File: config.mk
export PLATFORM = sky130hd
export DESIGN_NAME = calc_four_bit_subtractor
export DESIGN_NICKNAME = d
export VERILOG_FILES = /design/src/rtl/calc_pkg.sv /design/src/rtl/key_sync_edge.sv /design/src/rtl/calc_four_bit_subtractor.sv
export SDC_FILE = /design/constraint.sdc
export NUM_CORES = 1
export LEC_CHECK = 0
export CAP_MARGIN = 10
export CORE_UTILIZATION = 49
export CTS_CLUSTER_DIAMETER = 100
export DETAILED_ROUTE_END_ITERATION = 7
export PLACE_DENSITY = 0.73
export SLEW_MARGIN = 5
export SYNTH_ARGS = -nofsm -noshare
export SYNTH_HDL_FRONTEND = slang
export SYNTH_SLANG_ARGS = --single-unit
File: constraint.sdc
create_clock -name CLOCK_50 -period 2 [get_ports CLOCK_50]
set_input_delay 0.4 -clock CLOCK_50 [delete_from_list [all_inputs] [get_ports CLOCK_50]]
set_output_delay 0.4 -clock CLOCK_50 [all_outputs]
set_load 0.05 [all_outputs]
File: src/rtl/calc_pkg.sv
// Shared types and constants for the serial subtractor calculator.
package calc_pkg;

  localparam int unsigned CALC_WIDTH       = 4;
  localparam int unsigned CALC_SYNC_STAGES = 2;

  typedef enum logic [1:0] {
    LOAD_A = 2'd0,
    LOAD_B = 2'd1,
    CALC   = 2'd2,
    SHOW   = 2'd3
  } calc_state_t;

  // One full-subtractor step: difference bit for a - b - br.
  function automatic logic sub_diff(input logic a, input logic b, input logic br);
    return a ^ b ^ br;
  endfunction

  // One full-subtractor step: borrow out of a - b - br.
  function automatic logic sub_borrow(input logic a, input logic b, input logic br);
    return (~a & b) | (~(a ^ b) & br);
  endfunction

endpackage

File: src/rtl/key_sync_edge.sv
// Synchronizes one active-low push-button and emits a one-cycle pulse on
// each synchronized press (1->0 transition).
module key_sync_edge #(
  parameter int unsigned SYNC_STAGES = 2
) (
  input  logic clk,
  input  logic rst,
  input  logic key_n,
  output logic press_c
);

  logic [SYNC_STAGES-1:0] sync_q;
  logic                   prev_q;

  // Flops rest at 1 (button released) so reset never looks like a press.
  always_ff @(posedge clk or posedge rst) begin
    if (rst) begin
      sync_q <= '1;
      prev_q <= 1'b1;
    end else begin
      sync_q <= (sync_q << 1) | SYNC_STAGES'(key_n);
      prev_q <= sync_q[SYNC_STAGES-1];
    end
  end

  assign press_c = prev_q & ~sync_q[SYNC_STAGES-1];

endmodule

File: src/rtl/calc_four_bit_subtractor.sv
// Push-button driven serial (bit-per-cycle) subtractor computing A-B.
// Optional macro CALC_SUB_ABS_DISPLAY_EN shows |A-B| in SHOW instead of the raw difference.
module calc_four_bit_subtractor
  import calc_pkg::*;
#(
  parameter int unsigned WIDTH       = CALC_WIDTH,
  parameter int unsigned SYNC_STAGES = CALC_SYNC_STAGES
) (
  input  logic             CLOCK_50,
  input  logic             RST,
  input  logic [1:0]       KEY,
  input  logic [WIDTH-1:0] SW,
  output logic [WIDTH-1:0] LED,
  output logic             BORROW,
  output logic             DONE
);

  localparam int unsigned CW = (WIDTH > 1) ? $clog2(WIDTH) : 1;

  logic enter_c;
  logic clear_c;

  key_sync_edge #(.SYNC_STAGES(SYNC_STAGES)) u_key_enter (
    .clk     (CLOCK_50),
    .rst     (RST),
    .key_n   (KEY[0]),
    .press_c (enter_c)
  );

  key_sync_edge #(.SYNC_STAGES(SYNC_STAGES)) u_key_clear (
    .clk     (CLOCK_50),
    .rst     (RST),
    .key_n   (KEY[1]),
    .press_c (clear_c)
  );

  calc_state_t      state_q, state_d;
  logic [WIDTH-1:0] a_q, a_d;
  logic [WIDTH-1:0] b_q, b_d;
  logic [WIDTH-1:0] res_q, res_d;
  logic             br_q, br_d;
  logic [CW-1:0]    cnt_q, cnt_d;
  logic [WIDTH-1:0] led_d;
  logic             done_d;
  logic             borrow_d;
  logic             bit_a, bit_b;
  logic [WIDTH-1:0] show_val;

  always_ff @(posedge CLOCK_50 or posedge RST) begin
    if (RST) begin
      state_q <= LOAD_A;
      a_q     <= '0;
      b_q     <= '0;
      res_q   <= '0;
      br_q    <= 1'b0;
      cnt_q   <= '0;
      LED     <= '0;
      DONE    <= 1'b0;
      BORROW  <= 1'b0;
    end else begin
      state_q <= state_d;
      a_q     <= a_d;
      b_q     <= b_d;
      res_q   <= res_d;
      br_q    <= br_d;
      cnt_q   <= cnt_d;
      LED     <= led_d;
      DONE    <= done_d;
      BORROW  <= borrow_d;
    end
  end

  // Next-state, datapath and registered-output logic.
  always_comb begin
    state_d  = state_q;
    a_d      = a_q;
    b_d      = b_q;
    res_d    = res_q;
    br_d     = br_q;
    cnt_d    = cnt_q;
    led_d    = '0;
    done_d   = 1'b0;
    borrow_d = 1'b0;
    show_val = '0;
    bit_a    = a_q[cnt_q];
    bit_b    = b_q[cnt_q];

    if (clear_c) begin
      // Clear wins over a coincident enter.
      state_d = LOAD_A;
      a_d     = '0;
      b_d     = '0;
      res_d   = '0;
      br_d    = 1'b0;
      cnt_d   = '0;
    end else begin
      case (state_q)
        LOAD_A: begin
          if (enter_c) begin
            a_d     = SW;
            state_d = LOAD_B;
          end
        end
        LOAD_B: begin
          if (enter_c) begin
            b_d     = SW;
            br_d    = 1'b0;
            cnt_d   = '0;
            state_d = CALC;
          end
        end
        CALC: begin
          // Difference bits shift in from the top, so after WIDTH steps bit 0 is the LSB.
          res_d = {sub_diff(bit_a, bit_b, br_q), res_q[WIDTH-1:1]};
          br_d  = sub_borrow(bit_a, bit_b, br_q);
          cnt_d = cnt_q + CW'(1);
          if (cnt_q == CW'(WIDTH - 1)) begin
            state_d = SHOW;
          end
        end
        SHOW: begin
          if (enter_c) begin
            a_d     = SW;
            state_d = LOAD_B;
          end
        end
        default: state_d = LOAD_A;
      endcase
    end

`ifdef CALC_SUB_ABS_DISPLAY_EN
    show_val = br_d ? WIDTH'(~res_d + WIDTH'(1)) : res_d;
`else
    show_val = res_d;
`endif

    case (state_d)
      LOAD_B:  led_d = a_d;
      SHOW:    led_d = show_val;
      default: led_d = '0;
    endcase

    // DONE rises on the second SHOW cycle and drops on the edge that leaves SHOW.
    done_d   = (state_q == SHOW) && (state_d == SHOW);
    borrow_d = done_d & br_d;
  end

endmodule

==> impl_metrics.env <==
export IMPL_internal_power_mw=1.34
export IMPL_clkSlewWorstSetupHoldPaths_ns=0.09
export IMPL_port_buffer_count=13
export IMPL_syn_num_nets=125
export IMPL_instances_no_fill=163
export IMPL_required_ns=2.26
export IMPL_drc=0
export IMPL_r2r_cells=6
export IMPL_syn_avg_cell_area_um2=12.1
export IMPL_fin_area_mm2=0.00160
export IMPL_dp_cells=154
export IMPL_routabilityCongestion=0.818
export IMPL_timing_rr_start="cnt_q[1]"
export IMPL_rrSetupSlack_ns=0.10
export IMPL_r2r_end="LED[3]"
export IMPL_wl_per_cell_um=14.6
export IMPL_report_final_slew_viol_count=0
export IMPL_dp_slack_ns=0.0349
export IMPL_cp_max_fo=2
export IMPL_ys_ff_latch=29
export IMPL_synth_top_area_share_pct=42.3
export IMPL_grt_pass1_wl_mm=3.84
export IMPL_grt_usage_pct=19.8
export IMPL_powerDensity_mw_per_mm2=1380
export IMPL_fin_util_pct=62.9
export IMPL_num_rows=18
export IMPL_initial_core_util_pct=53.4
export IMPL_worstMarginPinSlew_ns=0.615
export IMPL_antenna_found_initial=0
export IMPL_setup_viol=0
export IMPL_n_antenna_cell=0
export IMPL_first_pass_iters=3
export IMPL_yosysTopAreaCell="dfrtp_1"
export IMPL_timing_final_ws_setup_ns=0.103
export IMPL_multi_input_area_um2=571
export IMPL_critPathKind="flop to flop"
export IMPL_drt_iter0_markers=5
export IMPL_htree_levels=2
export IMPL_fmax_mhz=527
export IMPL_yosysSeqAreaShare_pct=53.9
export IMPL_grt_pass1_vias=851
export IMPL_clk_latency_ns=0.33
export IMPL_final_common_cell="dfrtp_1"
export IMPL_ys_warnings_count=0
export IMPL_cp_end_kind="flop"
export IMPL_postCtsHoldBufs=0
export IMPL_power_switching_mw=0.873
export IMPL_postRouteAntennaNets=0
export IMPL_fin_crit_ns=1.90
export IMPL_die_h_um=54.7
export IMPL_clock_sinks=29
export IMPL_fin_skew_ns=0.00685
export IMPL_vias_per_cell=5.40
export IMPL_drv_cap=0
export IMPL_startpoint="cnt_q[1]"
export IMPL_yosysUniqueCellTypes=34
export IMPL_status="completed"
export IMPL_ir_worst_vdd_uv=939
export IMPL_switching_share_pct=39.4
export IMPL_grt_overflow=0
export IMPL_hpwl_mm=1.71
export IMPL_syn_area_mm2=0.00136
export IMPL_comb_power_share_pct=44.9
export IMPL_core_area_mm2=0.00254
export IMPL_clock_path_buffers=2
export IMPL_dieWidth_um=54.7
export IMPL_fill_cells=212
export IMPL_num_vias=881
export IMPL_final_net_count=145
export IMPL_clockPowerShare_pct=18.3
export IMPL_seq_area_um2=733
export IMPL_relSlewSlack_pct=58.9
export IMPL_numCtsBuffers=5
export IMPL_io_pin_count=14
export IMPL_cts_tree="built"
export IMPL_hold_path_class="flop to flop"
export IMPL_period_share_pct=94.9
export IMPL_cp_endpoint="LED[3]"
export IMPL_wl_mm=2.39
export IMPL_clock_root_buffer="clkbuf_4"
export IMPL_crit_arrival_ns=2.16
export IMPL_crit_path_start_kind="flop"
export IMPL_p_seq_share_pct=36.8
export IMPL_final_cell_mix="dfrtp_1, nor2_1, clkdlybuf4s50_1"
export IMPL_dieArea_mm2=0.00299
export IMPL_ys_top_cells_by_area="dfrtp_1, dfstp_2, mux2i_1, nor2_1, ha_1"
export IMPL_grt_max_degree=30
export IMPL_area_delta_synth_final_pct=17.8
export IMPL_netlist_instances=112
export IMPL_p_leak_nw=0.774
export IMPL_layout_drive_gt1_share_pct=24.1
export IMPL_hold_viol=0
export IMPL_dpl_instance_area_mm2=0.00152
## cell usage after synthesis, drive strengths merged
cell / n
dfrtp: 23
nor2: 17
mux2i: 11
a21oi: 7
dfstp: 6
inv: 6
buf: 4
ha: 4
nor3: 4
a211oi: 3
nand3b: 3
nor2b: 3
o21ai: 3
a21boi: 2
and2: 2
mux4: 2
a21o: 1
a22oi: 1
a31o: 1
a31oi: 1
clkbuf: 1
fa: 1
mux2: 1
nand2: 1
nand2b: 1
nor4b: 1
o211ai: 1
o21ba: 1
## cell type report
| type | count | area share, % |
|---|---|---|
| clock inverters | 1 | 0.312 |
| clock buffers | 7 | 4.06 |
| repair buffers | 18 | 10.5 |
| flip-flops and latches | 29 | 45.8 |
| multi-input cells | 72 | 35.6 |
| inverters | 6 | 1.41 |
| well taps | 30 | 2.34 |
## worst min path at each step
stage	slack, ns	cells past startpoint	to	start
2_1_floorplan	0.35	0	u_key_clear.sync_q[1]	u_key_clear.sync_q[0]
3_5_place_dp	0.35	0	u_key_clear.sync_q[1]	u_key_clear.sync_q[0]
3_3_place_gp	0.35	0	u_key_clear.sync_q[1]	u_key_clear.sync_q[0]
5_1_grt	0.36	0	u_key_enter.sync_q[1]	u_key_enter.sync_q[0]
6_report	0.36	0	u_key_clear.sync_q[1]	u_key_clear.sync_q[0]
4_1_cts	0.36	0	u_key_clear.sync_q[1]	u_key_clear.sync_q[0]
## critical path, stage by stage, from the launching register on
cell,delay [ns]
dfrtp_1,0.37
mux4_2,0.50
inv_1,0.09
fa_1,0.43
a211oi_2,0.25
a21oi_1,0.07
nor3_1,0.13
## cell families after synthesis
family	synth area share [%]
buffers and inverters	4.69
AOI/OAI and AO/OA	11.2
adders and majority gates	5.15
muxes	12.2
DFF	53.9
and+or+nand+nor	12.8
## sequential cells by signal, summed over array words and instances (netlist names)
signal              cells
u_key_enter.sync_q      2
res_q                   4
LED                     4
BORROW                  1
b_q                     4
u_key_clear.sync_q      2
a_q                     4
u_key_enter.prev_q      1
u_key_clear.prev_q      1
cnt_q                   2
br_q                    1
state_q                 2
DONE                    1
## power by group through the flow
| stage | logic (mW) | clock network, mW | registers (mW) |
|---|---|---|---|
| floorplan | 0.646 | 0 | 0.904 |
| global placement | 0.930 | 0 | 0.817 |
| detailed placement | 0.951 | 0 | 0.823 |
| CTS | 0.952 | 0.419 | 0.813 |
| global route | 1.09 | 0.439 | 0.829 |
| finish | 0.995 | 0.405 | 0.815 |
## layer usage
metal	wire [µm]	global-route usage, %	vias up
met5	0	0	-
met4	51	14.1	0
met3	57	5.83	5
met2	1180	29.9	10
met1	1100	23.9	440
li1	-	-	426
## metrics by stage
step | setup TNS (ns) | total power [mW] | hold WS, ns
after floorplan | 0 | 1.55 | 0.345
after global placement | 0 | 1.75 | 0.345
after detailed placement | 0 | 1.77 | 0.349
after CTS | 0 | 2.18 | 0.362
after global routing | -0.0213 | 2.36 | 0.364
final | 0 | 2.22 | 0.360
## repair_timing
item / in CTS / in global routing
resized for setup: 0 / 2
hold endpoints to repair: 0 / 0
setup endpoints to repair: 0 / 1
buffers inserted: 0 / 1
Power figures use the tool's default switching activity.
